<file path="config.mk">
export PLATFORM = sky130hd
export DESIGN_NAME = multdiv_iter_flat
export DESIGN_NICKNAME = d
export VERILOG_FILES = /design/src/rtl/multdiv_iter_if.sv /design/src/rtl/multdiv_iter.sv /design/src/flat_wrapper.sv
export SDC_FILE = /design/constraint.sdc
export NUM_CORES = 1
export LEC_CHECK = 0
export BUFFER_PORTS_ARGS = -buffer_cell sky130_fd_sc_hd__buf_2
export CORE_UTILIZATION = 51
export CTS_BUF_LIST = sky130_fd_sc_hd__clkbuf_8
export CTS_CLUSTER_SIZE = 16
export DETAILED_ROUTE_END_ITERATION = 7
export GPL_ROUTABILITY_DRIVEN = 0
export GPL_TIMING_DRIVEN = 0
export PLACE_DENSITY_LB_ADDON = 0.15
export SLEW_MARGIN = 15
export SYNTH_ARGS = -nofsm -noshare
export SYNTH_HDL_FRONTEND = slang
export SYNTH_SLANG_ARGS = --single-unit
</file>
<file path="constraint.sdc">
create_clock -name clock -period 10.5 [get_ports clock]
set_clock_uncertainty 0.1 [all_clocks]
set_input_delay 1.05 -clock clock [delete_from_list [all_inputs] [get_ports clock]]
set_output_delay 1.05 -clock clock [all_outputs]
set_load 0.01 [all_outputs]
</file>
<file path="src/rtl/multdiv_iter_if.sv">
// Operand/control/result bundle between a requester and the iterative multiply/divide unit.
// Latency: wires only; no storage.
// Backpressure: none; start pulses are fire-and-forget and results arrive as a one-cycle pulse.
//
// Ports (as signals):
//   data_operandA / data_operandB : signed operands, sampled only on a start edge
//   ctrl_MULT / ctrl_DIV          : one-cycle start pulses (multiply wins if both are high)
//   data_result / data_exception  : result word and overflow / divide-by-zero flag
//   data_resultRDY                : one-cycle completion pulse
interface multdiv_iter_if;
  logic [31:0] data_operandA;
  logic [31:0] data_operandB;
  logic        ctrl_MULT;
  logic        ctrl_DIV;
  logic [31:0] data_result;
  logic        data_exception;
  logic        data_resultRDY;

  modport master (
    output data_operandA, data_operandB, ctrl_MULT, ctrl_DIV,
    input  data_result, data_exception, data_resultRDY
  );

  modport slave (
    input  data_operandA, data_operandB, ctrl_MULT, ctrl_DIV,
    output data_result, data_exception, data_resultRDY
  );
endinterface

</file>
<file path="src/rtl/multdiv_iter.sv">
// Iterative signed 32x32 multiply (radix-2 Booth) and 32/32 divide (restoring, on magnitudes).
// Latency: fixed 33 cycles from the start edge to the data_resultRDY pulse, for every operand value.
// Backpressure: none; a new start pulse aborts any operation in flight and restarts with new operands.
//
// Ports:
//   clock : sole clock, rising edge
//   reset : synchronous, active-high; clears all state and outputs
//   bus   : multdiv_iter_if slave modport (operands, start pulses, result, exception, ready pulse)
module multdiv_iter (
  input  logic           clock,
  input  logic           reset,
  multdiv_iter_if.slave  bus
);

  localparam logic [1:0] ST_IDLE = 2'd0;
  localparam logic [1:0] ST_MULT = 2'd1;
  localparam logic [1:0] ST_DIV  = 2'd2;
  localparam logic [1:0] ST_DONE = 2'd3;

  localparam logic [4:0] ALU_ADD = 5'b00000;
  localparam logic [4:0] ALU_SUB = 5'b00001;

  logic [1:0]  state;
  logic [4:0]  iter_cnt;
  logic [31:0] mcand;      // multiplicand, or divisor magnitude
  logic [31:0] prod_hi;    // product upper half, or partial remainder
  logic [31:0] prod_lo;    // multiplier / product lower half, or dividend shifting into quotient
  logic        booth_bit;
  logic        op_div;
  logic        quo_neg;
  logic        div_zero;
  logic        div_ovf;

  // Shared 32-bit ALU: every iteration add/subtract goes through here.
  logic [4:0]  alu_op;
  logic [31:0] alu_a;
  logic [31:0] alu_b;
  logic [31:0] alu_b_eff;
  logic [31:0] alu_sum;
  logic        alu_cout;
  logic        alu_ovf;

  always_comb begin
    alu_b_eff = (alu_op == ALU_SUB) ? ~alu_b : alu_b;
    {alu_cout, alu_sum} = {1'b0, alu_a} + {1'b0, alu_b_eff} + {32'd0, (alu_op == ALU_SUB)};
    alu_ovf = (alu_a[31] == alu_b_eff[31]) && (alu_sum[31] != alu_a[31]);
  end

  logic [1:0]  booth_pair;
  logic        booth_act;
  logic [31:0] rem_sh;
  logic [31:0] mult_acc;
  logic        mult_sign;

  always_comb begin
    booth_pair = {prod_lo[0], booth_bit};
    booth_act  = (booth_pair == 2'b01) || (booth_pair == 2'b10);
    rem_sh     = {prod_hi[30:0], prod_lo[31]};
    alu_a      = (state == ST_DIV) ? rem_sh : prod_hi;
    alu_b      = mcand;
    alu_op     = ((state == ST_DIV) || (booth_pair == 2'b10)) ? ALU_SUB : ALU_ADD;
    mult_acc   = booth_act ? alu_sum : prod_hi;
    // The add/subtract can overflow 32 bits (e.g. multiplicand 0x80000000); the true
    // sign of the 33-bit sum is what must be shifted in, so correct it with the ALU overflow.
    mult_sign  = booth_act ? (alu_sum[31] ^ alu_ovf) : prod_hi[31];
  end

  logic [31:0] a_mag;
  logic [31:0] b_mag;
  logic [31:0] quo_signed;

  always_comb begin
    a_mag      = bus.data_operandA[31] ? (32'd0 - bus.data_operandA) : bus.data_operandA;
    b_mag      = bus.data_operandB[31] ? (32'd0 - bus.data_operandB) : bus.data_operandB;
    quo_signed = quo_neg ? (32'd0 - prod_lo) : prod_lo;
  end

  always_ff @(posedge clock) begin
    if (reset) begin
      state              <= ST_IDLE;
      iter_cnt           <= 5'd0;
      mcand              <= 32'd0;
      prod_hi            <= 32'd0;
      prod_lo            <= 32'd0;
      booth_bit          <= 1'b0;
      op_div             <= 1'b0;
      quo_neg            <= 1'b0;
      div_zero           <= 1'b0;
      div_ovf            <= 1'b0;
      bus.data_result    <= 32'd0;
      bus.data_exception <= 1'b0;
      bus.data_resultRDY <= 1'b0;
    end else begin
      bus.data_resultRDY <= 1'b0;
      if (bus.ctrl_MULT) begin
        state     <= ST_MULT;
        iter_cnt  <= 5'd0;
        mcand     <= bus.data_operandA;
        prod_hi   <= 32'd0;
        prod_lo   <= bus.data_operandB;
        booth_bit <= 1'b0;
        op_div    <= 1'b0;
      end else if (bus.ctrl_DIV) begin
        state     <= ST_DIV;
        iter_cnt  <= 5'd0;
        mcand     <= b_mag;
        prod_hi   <= 32'd0;
        prod_lo   <= a_mag;
        booth_bit <= 1'b0;
        op_div    <= 1'b1;
        quo_neg   <= bus.data_operandA[31] ^ bus.data_operandB[31];
        div_zero  <= (bus.data_operandB == 32'd0);
        div_ovf   <= (bus.data_operandA == 32'h8000_0000) && (bus.data_operandB == 32'hFFFF_FFFF);
      end else begin
        case (state)
          ST_MULT: begin
            prod_hi   <= {mult_sign, mult_acc[31:1]};
            prod_lo   <= {mult_acc[0], prod_lo[31:1]};
            booth_bit <= prod_lo[0];
            iter_cnt  <= iter_cnt + 5'd1;
            if (iter_cnt == 5'd31) state <= ST_DONE;
          end
          ST_DIV: begin
            // Carry out of the subtract means no borrow: the trial fits, keep it.
            if (alu_cout) begin
              prod_hi <= alu_sum;
              prod_lo <= {prod_lo[30:0], 1'b1};
            end else begin
              prod_hi <= rem_sh;
              prod_lo <= {prod_lo[30:0], 1'b0};
            end
            iter_cnt <= iter_cnt + 5'd1;
            if (iter_cnt == 5'd31) state <= ST_DONE;
          end
          ST_DONE: begin
            state              <= ST_IDLE;
            bus.data_resultRDY <= 1'b1;
            if (op_div) begin
              bus.data_result    <= div_zero ? 32'd0 : quo_signed;
              bus.data_exception <= div_zero | div_ovf;
            end else begin
              bus.data_result    <= prod_lo;
              bus.data_exception <= (prod_hi != {32{prod_lo[31]}});
            end
          end
          default: ;
        endcase
      end
    end
  end

endmodule

</file>
<file path="src/flat_wrapper.sv">
// flat-port wrapper written by rule: the top's interface ports become plain ports
module multdiv_iter_flat 
  (clock, reset, bus_data_operandA, bus_data_operandB, bus_ctrl_MULT, bus_ctrl_DIV, bus_data_result, bus_data_exception, bus_data_resultRDY);
  multdiv_iter_if bus_i ();
  input  logic clock;
  input  logic reset;
  input wire logic [$bits(bus_i.data_operandA)-1:0] bus_data_operandA;
  input wire logic [$bits(bus_i.data_operandB)-1:0] bus_data_operandB;
  input wire logic [$bits(bus_i.ctrl_MULT)-1:0] bus_ctrl_MULT;
  input wire logic [$bits(bus_i.ctrl_DIV)-1:0] bus_ctrl_DIV;
  output wire logic [$bits(bus_i.data_result)-1:0] bus_data_result;
  output wire logic [$bits(bus_i.data_exception)-1:0] bus_data_exception;
  output wire logic [$bits(bus_i.data_resultRDY)-1:0] bus_data_resultRDY;
  assign bus_i.data_operandA = bus_data_operandA;
  assign bus_i.data_operandB = bus_data_operandB;
  assign bus_i.ctrl_MULT = bus_ctrl_MULT;
  assign bus_i.ctrl_DIV = bus_ctrl_DIV;
  assign bus_data_result = bus_i.data_result;
  assign bus_data_exception = bus_i.data_exception;
  assign bus_data_resultRDY = bus_i.data_resultRDY;
  multdiv_iter u_core (.clock(clock), .reset(reset), .bus(bus_i));
endmodule
</file>
Word level (Yosys, flattened, before mapping)
Index checks and enable logic that the tools add are counted.
- flip-flop bits (word level): 142
- bits of input ports: 68
- $add $sub $neg: 6
- eq/ne operators: 15
- mux-type cells: 24
- bitwise logic cells: 6
- reductions and logical operators: 18
- operators by type and width (operator ; count):
    2-to-1 mux 32 bit ; 13
    case mux 32 bit (2 select lines) ; 2
    subtractor 1 x 32 -> 32 bit (first input constant) ; 3
    equality test 32 bit (second input constant) ; 2
    adder 32 x 32 -> 33 bit ; 1
    adder 33 x 1 -> 33 bit ; 1
    logical NOT 32 bit ; 1
    != test 32 bit ; 1
    NOT 32 bit ; 1
    AND reduction 2 bit ; 4
    nonzero test 4 bit ; 2
    equality test 2 bit (second input constant) ; 3
    2-to-1 mux 1 bit ; 6
    adder 5 x 1 -> 5 bit (second input constant) ; 1
    equality test 5 bit (second input constant) ; 1
    equality test 2 x 1 -> 1 bit (second input constant) ; 2
    2-to-1 mux 2 bit ; 2
    != test 4 x 1 -> 1 bit (second input constant) ; 1
    case mux 2 bit (2 select lines) ; 1
    nonzero test 2 bit ; 2
    OR reduction 2 bit ; 2
    != test 3 x 1 -> 1 bit (second input constant) ; 1
    AND reduction 3 bit ; 1
    nonzero test 3 bit ; 1
    other kinds (10) ; 14

Depth between registers and ports, before layout
Gate-level depths: netlist of run 1.
- word-level depth: 12
- depth in mapped cells: 21

Worst setup path after synthesis of run 1
OpenSTA, ideal clock, no wires.
- path kind: register to register
- from: register u_core.state[0]
- to: register u_core.prod_hi[28]
- setup time: 144 ps
- arrival: 4224 ps
- data required time: 10256 ps
- setup slack: 6032 ps
- stages on the path, launching flop included: 18
- clock period less this slack: 4468 ps
- cells stage by stage: dfxtp_1 -> inv_1 -> ha_1 -> buf_4 -> clkbuf_1 -> clkbuf_1 -> clkbuf_1 -> mux2_2 -> ha_1 -> a21oi_1 -> o21ai_0 -> nor2_2 -> o21bai_2 -> a31oi_1 -> o41ai_2 -> xor2_1 -> a2111oi_0 -> a2111oi_2
- longest elaborated chain between the ends: 9
- elaborated cells on any way between the ends: 13
- classes of those cells: add/sub: 2; eq/ne: 3; mux: 6; reduce/logical: 2
- ends and longest elaborated chain (item ; line ; text):
    from (decl) ; multdiv_iter.sv:23 ; logic [1:0] state;
    from (signal assigned) ; multdiv_iter.sv:80 ; state <= ST_IDLE;
    from (signal assigned) ; multdiv_iter.sv:96 ; state <= ST_MULT;
    from (signal assigned) ; multdiv_iter.sv:104 ; state <= ST_DIV;
    equality test 2 bit ; multdiv_iter.sv:59, multdiv_iter.sv:61, multdiv_iter.sv:115 ;
    logical OR 1 bit ; multdiv_iter.sv:61 ; alu_op = ((state == ST_DIV) || (booth_pair == 2'b10)) ? ALU_SUB : ALU_ADD;
    2-to-1 mux 1 bit ; multdiv_iter.sv:61 ;
    equality test 1 bit ; multdiv_iter.sv:44, multdiv_iter.sv:45 ;
    2-to-1 mux 32 bit ; multdiv_iter.sv:44 ; alu_b_eff = (alu_op == ALU_SUB) ? ~alu_b : alu_b;
    adder 32 x 32 -> 33 bit ; multdiv_iter.sv:45 ; {alu_cout, alu_sum} = {1'b0, alu_a} + {1'b0, alu_b_eff} + {32'd0, (alu_op == ALU_SUB)};
    adder 33 x 1 -> 33 bit ; multdiv_iter.sv:45 ;
    2-to-1 mux 32 bit (on tied branches) ; multdiv_iter.sv:125, multdiv_iter.sv:62 ;
    case mux 32 bit (2 select lines) ; multdiv_iter.sv:115 ; case (state)
    to (signal assigned) ; multdiv_iter.sv:117 ; prod_hi <= {mult_sign, mult_acc[31:1]};
    to (signal assigned) ; multdiv_iter.sv:126 ; prod_hi <= alu_sum;
    to (signal assigned) ; multdiv_iter.sv:129 ; prod_hi <= rem_sh;
    to (decl) ; multdiv_iter.sv:26 ; logic [31:0] prod_hi;
Parallel ways exist; a longest one is shown, timed or not.
A chain may end at the register's enable or synchronous reset.

Final worst setup path of run 1
- from: register u_core.state[1]
- to: register u_core.prod_hi[17]
The elaborated chain is that of the path after synthesis.

==> results of run 1 <==
## Yosys cell counts, types with 9 or more instances
master	number
a221oi_1	9
a21o_1	10
nor4_1	13
clkbuf_1	91
xnor2_1	78
xor2_1	74
nand3_1	24
nor2b_1	27
a31oi_1	19
mux2_2	30
a21oi_1	129
and3_1	9
inv_1	32
nand2_1	133
a211oi_1	108
dfxtp_1	142
nand4_1	22
o21ai_0	70
mux2i_1	23
a22oi_1	33
nor3_1	28
nor2_1	179
o31ai_1	28
ha_1	42
buf_1	17
## logic make-up after synthesis
kind of cell	after synthesis	share of synthesized area, %
AO/OA/AOI/OAI	505	29.45
AND/OR/NAND/NOR	489	19.73
buffers and inverters	153	5.203
XOR/XNOR	152	11.44
flip-flops	142	24.42
multiplexers	55	5.074
adder cells (fa/ha/maj)	43	4.687
## placed cells by master, fill, tap and decap left out, types with 22 or more instances in the layout
cell      count
a211oi_1    108
a21oi_1     129
a22oi_1      33
buf_2       108
clkbuf_1     91
dfxtp_1     142
ha_1         42
inv_1        32
mux2_2       30
mux2i_1      23
nand2_1     133
nand3_1      24
nand4_1      22
nor2_1      179
nor2b_1      27
nor3_1       28
o21ai_0      70
o31ai_1      28
xnor2_1      78
xor2_1       74
## worst paths after layout
path	startpoint	endpoint	slack, ns	cells past startpoint
worst max register to register	u_core.state[1]	u_core.prod_hi[17]	4.55	16
worst max-delay path	u_core.state[1]	u_core.prod_hi[17]	4.55	16
worst min-delay path	u_core.bus.data_exception	u_core.bus.data_exception	0.38	2
worst min register to register	u_core.bus.data_exception	u_core.bus.data_exception	0.38	2
## registers in the layout (all words and copies together) (netlist names)
| signal | cells |
|---|---|
| u_core.state | 2 |
| u_core.prod_hi | 32 |
| u_core.quo_neg | 1 |
| u_core.bus.data_exception | 1 |
| u_core.iter_cnt | 5 |
| u_core.bus.data_result | 32 |
| u_core.booth_bit | 1 |
| u_core.bus.data_resultRDY | 1 |
| u_core.div_ovf | 1 |
| u_core.alu_b | 32 |
| u_core.prod_lo | 32 |
| u_core.op_div | 1 |
| u_core.div_zero | 1 |
## power breakdown
group,switching [uW],internal [uW]
combinational,297,158
sequential,31.5,563
clock,276,182
total,604,903
## cell type report
type	instances	area [um2]	share of cell area [%]
buffer	121	485.5	3.764
clock buffer	17	234.0	1.814
clock inverter	15	173.9	1.348
inverter	32	120.1	0.9313
multi-input combinational	1244	8190	63.50
sequential	142	2843	22.04
tap	280	350.3	2.716
timing repair buffer	100	500.5	3.880
## through the flow
step	setup WS, ns	utilization, %	power (uW)	area [um2]
finish	4.549	58.38	1507	12900
global route	4.308	58.38	1572	12900
CTS	4.660	58.38	1495	12900
detailed placement	4.688	56.53	1046	12490
global placement	4.784	56.53	1040	12490
floorplan	6.032	-	899.7	11640
## critical path: cells and delay by family (launching register included)
family                     cells  cell delay [ns]
adders and majority gates      2             0.55
muxes                          1             0.41
DFF                            1             0.42
AOI/OAI and AO/OA              8             2.14
buffers and inverters          5             2.22
## layer usage
| metal | vias up | share of wire (%) |
|---|---|---|
| li1 | 5880 | - |
| met1 | 5837 | 41 |
| met2 | 667 | 45 |
| met3 | 156 | 9.1 |
| met4 | 0 | 5.0 |
| met5 | - | 0 |
==> results.json, run 1 <==
{
  "status": "complete, no violations",
  "clk_pin_slew_ns": 0.10,
  "grt_pass1_vias": 11903,
  "grt_pass1_wl_um": 65050,
  "setup_viol": 0,
  "clk_latency_ns": 0.48,
  "synth_warnings": 0,
  "grtUsageMet1_pct": 44.72,
  "postRouteAntennaNets": 0,
  "cp_slowest_cell": "clkbuf_1",
  "final_cells": 1951,
  "wl_per_cell_um": 21.21,
  "maxCapViolCount": 0,
  "dp_hpwl_um": 31950,
  "cp-start-kind": "flop",
  "min_period_ns": 5.951,
  "use_met2_pct": 57.21,
  "setup_tns_ns": 0,
  "synth_ff_type": "dfxtp_1",
  "ys_async_sr_fraction_pct": 0,
  "synth_area_mm2": 0.01164,
  "ys_ff_latch": 142,
  "cpPeakStageDelay_ns": 0.57,
  "end_kind": "flop",
  "grt-ovfl-total": 0,
  "first_pass_iters": 6,
  "die_h_um": 153.1,
  "syn2layout_area_growth_pct": 10.82,
  "drt_iter0_drc": 1455,
  "hold_violations": 0,
  "grt_start_max_net_pins": 18,
  "clock_sinks": 142,
  "start_util_pct": 52.68,
  "syn_nets": 1650,
  "synth_area_leader_cell": "dfxtp_1",
  "p_leak_uw": 0.004913,
  "grtUsageMet3_pct": 5.472,
  "syn_inst": 1539,
  "ios": 102,
  "core_area_mm2": 0.02209,
  "drc": 0,
  "fin_hold_ws_ns": 0.3755,
  "htree_levels": 4,
  "synthTopCellsByArea": "dfxtp_1 24%, a211oi_1 7.0%, xnor2_1 5.9%",
  "track_usage_pct": 35.27,
  "die_x_um": 153.1,
  "final_layout_size_suffix_gt1_share_pct": 12.39,
  "peakVddDrop_mv": 0.06965,
  "period_share_pct": 56.67,
  "gr-max-usage-layer": "met2",
  "powerDensity_mw_per_mm2": 116.8,
  "diodes": 0,
  "required_ns": 10.78,
  "rows": 54,
  "cts-hold-fix-buffers": 0,
  "rsz0062_at_grt": "no",
  "cts_tree": "done",
  "cp_data_arrival_time_ns": 6.23,
  "worst_slew_pin_slew_ns": 0.8791,
  "ys_types": 87,
  "vias": 12540,
  "clk_root_buffer_cell": "clkbuf_8",
  "yosysTopAreaCellShare_pct": 24.42,
  "viasPerCell": 6.427,
  "maxSlewViolCount": 0,
  "cts-resized-gates": 0,
  "seq_area_frac_synth_pct": 24.42,
  "hold_class": "flop to flop",
  "crit_fanout": 10,
  "cpMostUsedCell": "clkbuf_1",
  "slew_headroom_pct": 41.18,
  "cts_max_path_buffers": 2,
  "antenna_found_initial": 0,
  "io_buffers": 100,
  "max_freq_mhz": 168.1,
  "final_nets": 1769,
  "die_area_mm2": 0.02343,
  "avgSynthCellArea_um2": 7.562,
  "path_cells": "ha_1 > buf_4 > clkbuf_1 > clkbuf_1 > clkbuf_1 > mux2_2 > ha_1 > a21o_1 > a31oi_1 > o221ai_2 > a21oi_2 > o21ai_2 > a41oi_2 > clkbuf_1 > o211ai_1 > a32o_1",
  "wl_um": 41380,
  "synth_edf_count": 0,
  "n_fill_cell": 2161,
  "cts_buffers": 17,
  "crit_type": "flop to flop",
  "cts_setup_buffers": 0,
  "placed_cells": 1919
}
No activity file was read; power rests on OpenSTA's default activity.
==> run 2: changes to the inputs <==
- clock period: 10.5 -> 5.7 ns (I/O delays scaled with it)
==> run 2 against run 1 <==
Non-clock buffer count did not move. Sequential power rose by 84%. Combinational power rose by 84%. Worst setup slack got worse by 4.3 ns. Total power rose by 85%. Sequential cell count did not move. Final cell count did not move. Critical path type unchanged. Critical endpoint unchanged. Largest cell class unchanged.
==> results.json, run 2 (synthesis results as in run 1) <==
{
  "cts-hold-fix-buffers": 0,
  "syn2layout_area_growth_pct": 10.89,
  "status": "complete, no violations",
  "hold_violations": 0,
  "vias": 12566,
  "hold_class": "input port to flop",
  "grt-ovfl-total": 0,
  "slew_headroom_pct": 40.23,
  "cts_tree": "done",
  "cts_buffers": 17,
  "final_common_cell": "nor2_1",
  "n_fill_cell": 2161,
  "dp_hpwl_um": 31950,
  "cts_max_path_buffers": 2,
  "io_buffers": 100,
  "drt_iter0_drc": 1476,
  "die_x_um": 153.1,
  "cts_setup_buffers": 0,
  "clk_latency_ns": 0.48,
  "r2r_slack_ns": 0.30,
  "crit_fanout": 10,
  "worst_slew_pin_slew_ns": 0.8933,
  "fin_hold_ws_ns": 0.2854,
  "placed_cells": 1919,
  "final_nets": 1769,
  "core_area_mm2": 0.02209,
  "rows": 54,
  "peakVddDrop_mv": 0.1284,
  "rr_startpoint": "u_core.state[0]",
  "min_path_cells": 3,
  "period_share_pct": 94.79,
  "ios": 102,
  "min_period_ns": 5.403,
  "maxSlewViolCount": 0,
  "final_cells": 1951,
  "first_pass_iters": 6,
  "final_layout_size_suffix_gt1_share_pct": 12.81,
  "required_ns": 5.99,
  "fin_ws_ns": 0.2969,
  "setup_viol": 0,
  "max_freq_mhz": 185.1,
  "timing.rr.end": "u_core.prod_hi[17]",
  "diodes": 0,
  "min_to": "u_core.alu_b[7]",
  "powerDensity_mw_per_mm2": 215.4,
  "viasPerCell": 6.441,
  "die_area_mm2": 0.02343,
  "clk_pin_slew_ns": 0.11,
  "htree_levels": 4,
  "final_cell_mix": "179 x nor2_1, 142 x dfxtp_1, 133 x nand2_1",
  "antenna_found_initial": 0,
  "fin_util_pct": 58.42,
  "clk_root_buffer_cell": "clkbuf_8",
  "clock_sinks": 142,
  "p_leak_uw": 0.004935,
  "rsz0062_at_grt": "no",
  "maxCapViolCount": 0,
  "rr_worst_depth": 17,
  "end_kind": "flop",
  "cp_data_arrival_time_ns": 5.69,
  "drc": 0,
  "crit_type": "flop to flop",
  "start_util_pct": 52.68,
  "wl_per_cell_um": 21.25,
  "cp-start-kind": "flop",
  "holdCritStartpoint": "bus_data_operandA[7]",
  "track_usage_pct": 35.27,
  "grt_pass1_wl_um": 65050,
  "die_h_um": 153.1,
  "wl_um": 41460,
  "grt_start_max_net_pins": 18,
  "place_ws_ns": -0.1117,
  "grt_pass1_vias": 11903,
  "postRouteAntennaNets": 0
}
run 2: timing repair:
| action | 4_1_cts | 5_1_grt |
|---|---|---|
| gates resized for setup | 1 | 10 |
| endpoints found under the setup margin | 9 | 31 |
| endpoints found under the hold margin | 0 | 0 |
run 2: cell type report:
| class | instances | area, um2 | share of cell area, % |
|---|---|---|---|
| tap | 280 | 350.3 | 2.714 |
| timing repair buffer | 100 | 500.5 | 3.878 |
| sequential | 142 | 2843 | 22.03 |
| clock buffer | 17 | 234.0 | 1.813 |
| inverter | 32 | 120.1 | 0.9307 |
| buffer | 121 | 494.2 | 3.829 |
| clock inverter | 15 | 173.9 | 1.348 |
| multi-input combinational | 1244 | 8190 | 63.46 |
run 2: metal layers:
| metal | wire [um] | track usage, % | vias up | part of all wire [%] |
|---|---|---|---|---|
| met1 | 16870 | 44.72 | 5852 | 41 |
| met4 | 2067 | 19.62 | 0 | 5.0 |
| met2 | 18850 | 57.21 | 677 | 45 |
| li1 | - | - | 5883 | - |
| met3 | 3676 | 5.472 | 154 | 8.9 |
| met5 | 0 | 0 | - | 0 |
run 2: worst max-delay path: stages, from the launching register on:
cell	delay (ns)
dfxtp_1	0.39
inv_1	0.09
ha_1	0.22
buf_4	0.19
nor2_1	0.17
buf_1	0.50
clkbuf_2	0.45
xnor2_1	0.16
ha_1	0.39
a21o_1	0.23
a31oi_1	0.30
o221ai_2	0.23
a21oi_2	0.39
o21ai_2	0.17
a41oi_2	0.37
clkbuf_1	0.52
o211ai_1	0.18
a32o_1	0.28
run 2: metrics by stage:
| step | total power [uW] | instance area [um2] | TNS, ns |
|---|---|---|---|
| floorplan | 1657 | 11640 | 0 |
| global placement | 1916 | 12490 | -0.01559 |
| detailed placement | 1926 | 12490 | -0.2086 |
| CTS | 2755 | 12900 | 0 |
| global route | 2897 | 12910 | 0 |
| finish | 2780 | 12910 | 0 |
run 2: worst max path at each step:
stage / cells after the start / from / to / slack [ns]
after detailed placement: 17 / u_core.state[0] / u_core.prod_hi[17] / -0.11
final: 17 / u_core.state[0] / u_core.prod_hi[17] / 0.30
after CTS: 17 / u_core.state[0] / u_core.prod_hi[17] / 0.05
after global routing: 17 / u_core.state[0] / u_core.prod_hi[13] / 0.05
after floorplan: 17 / u_core.state[0] / u_core.prod_hi[28] / 1.23
after global placement: 17 / u_core.state[0] / u_core.prod_hi[17] / -0.02
run 2: power breakdown:
group	total [uW]	internal, uW	switching [uW]
Sequential	1090	1040	58.2
Clock	846	335	511
Combinational	839	292	548
==> run 3: changes to the inputs <==
- CORE_UTILIZATION: 51 -> 60
==> run 3 against run 2 <==
The flow now finishes with violations (design-rule violations). Core utilization rose by 10 points. Cell area barely moved. Via count rose by 1.3%. Count of clock-buffer cells in the layout did not move. Routed wire length fell by 3.0%. First-iteration DRC count rose by 16%. Worst hold slack improved by 0.0061 ns. Combinational power barely moved. Total power rose by 2.6%. Fmax fell by 0.22%. Die area fell by 15%. Critical path depth rose by 1. Highest routed layer unchanged.
==> results.json, run 3 (synthesis results as in run 1) <==
{
  "seqPwrFrac_pct": 38.4,
  "cpMostUsedCell": "clkbuf_2",
  "wl_per_cell_um": 20.82,
  "setup_viol": 0,
  "n_fill_cell": 1622,
  "clk_latency_ns": 0.48,
  "drt_iter0_drc": 1705,
  "start_util_pct": 61.81,
  "ios": 102,
  "drc": 2,
  "cts_tree": "done",
  "end_kind": "flop",
  "worst_slew_pin_slew_ns": 0.8803,
  "grt_pass1_vias": 11986,
  "final_common_cell": "nor2_1",
  "maxSlewViolCount": 0,
  "die_area_mm2": 0.01996,
  "viasPerCell": 6.589,
  "fin_ws_ns": 0.2849,
  "power_frac_comb_pct": 29.3,
  "ff_latch_area_mm2": 0.002843,
  "p_leak_uw": 0.004948,
  "max_freq_mhz": 184.7,
  "hold_violations": 0,
  "peakVddDrop_mv": 0.1973,
  "first_pass_iters": 8,
  "grt_pass1_wl_um": 63360,
  "syn2layout_area_growth_pct": 10.92,
  "cts_buffers": 17,
  "powerDensity_mw_per_mm2": 221.0,
  "p_total_uw": 2853,
  "path_cells": "inv_1 > ha_1 > buf_4 > clkbuf_2 > clkbuf_2 > clkbuf_2 > mux2_2 > ha_1 > a21oi_1 > o221a_1 > o221ai_2 > a21oi_2 > o21ai_2 > a41o_1 > buf_2 > buf_2 > o311ai_0 > a211oi_1",
  "htree_levels": 4,
  "die_x_um": 141.3,
  "io_buffers": 100,
  "power.share.switching_pct": 37.74,
  "failed_checks": "design-rule violations",
  "hold_class": "input port to flop",
  "p_sw_uw": 1077,
  "postRouteAntennaNets": 0,
  "track_usage_pct": 40.66,
  "wl_um": 40220,
  "final_cell_mix": "179 x nor2_1, 142 x dfxtp_1, 133 x nand2_1",
  "clk_root_buffer_cell": "clkbuf_8",
  "final_nets": 1769,
  "p_int_uw": 1776,
  "crit_fanout": 10,
  "clock_sinks": 142,
  "cp-start-kind": "flop",
  "dp_hpwl_um": 30300,
  "core_area_mm2": 0.01883,
  "grt-ovfl-total": 0,
  "vias": 12729,
  "crit_type": "flop to flop",
  "clk_pin_slew_ns": 0.09,
  "cts-hold-fix-buffers": 0,
  "antenna_found_initial": 1,
  "maxCapViolCount": 0,
  "cp_data_arrival_time_ns": 5.66,
  "slew_headroom_pct": 41.10,
  "cts_max_path_buffers": 2,
  "final_layout_size_suffix_gt1_share_pct": 12.87,
  "die_h_um": 141.3,
  "grt_start_max_net_pins": 17,
  "status": "finished with violations",
  "cp_slowest_cell": "o311ai_0",
  "period_share_pct": 95.00,
  "min_period_ns": 5.415,
  "rsz0062_at_grt": "no",
  "place_ws_ns": -0.2317,
  "multi_input_area_mm2": 0.008190,
  "cpPeakStageDelay_ns": 0.46,
  "pwr-share-clk_pct": 32.3,
  "rows": 50,
  "required_ns": 5.95
}
==> run 3: cell count changes in the layout (fill, tap and decap cells not counted), sizes merged <==
cell,change
bufinv,+3
clkinv,-3
clkinvlp,+1
inv,-1
diode,+1
==> run 3: critical path: cells and delay by family (launching register included) <==
kind / cells / cell delay (ns)
mux: 1 / 0.38
buf+inv: 7 / 1.84
fa+ha+maj: 2 / 0.51
flops: 1 / 0.35
compound gates: 8 / 2.09
==> run 3: through the flow <==
step                      std cells  setup TNS [ns]  util, %  cell area, um2  hold WS (ns)
final                          1932               0    68.56           12910        0.2915
after global routing           1931               0    68.54           12910        0.2938
after CTS                      1931               0    68.51           12900        0.2873
after detailed placement       1899          -1.633    66.19           12460        0.3492
after global placement         1899         -0.1629    66.19           12460        0.3438
after floorplan                1539               0        -           11640        0.3521
==> run 3: final timing paths <==
check | depth (start not counted) | startpoint | to | slack (ns)
max | 18 | u_core.state[0] | u_core.prod_hi[30] | 0.28
min | 3 | bus_data_operandA[13] | u_core.alu_b[13] | 0.29
max reg2reg | 18 | u_core.state[0] | u_core.prod_hi[30] | 0.28
min reg2reg | 2 | u_core.bus.data_exception | u_core.bus.data_exception | 0.36
==> run 3: repair_timing <==
item / in CTS / in global routing
gates resized for setup: 2 / 10
buffers inserted: 0 / 0
endpoints found under the setup margin: 30 / 33
endpoints found under the hold margin: 0 / 0
cloned: 0 / 0
==> run 3: power groups by stage <==
stage	sequential, uW	clock, uW	combinational, uW
2_1_floorplan	1090	0	563
3_5_place_dp	1110	0	798
5_1_grt	1100	967	899
3_3_place_gp	1110	0	788
4_1_cts	1090	919	806
6_report	1090	922	836
==> run 3: final cells by class <==
class	instances	area share [%]
multi-input combinational	1244	63.44
sequential	142	22.02
timing repair buffer	100	3.877
buffer	121	3.838
tap	260	2.520
clock buffer	17	1.812
clock inverter	15	1.541
inverter	32	0.9304
antenna	1	0.01938
==> run 3: layer usage <==
layer	global-route usage [%]	part of all wire (%)	routed length (um)
met4	27.35	6.4	2563
met1	49.25	38	15430
met5	0	0	0
met3	7.965	10	4018
met2	65.55	45	18200
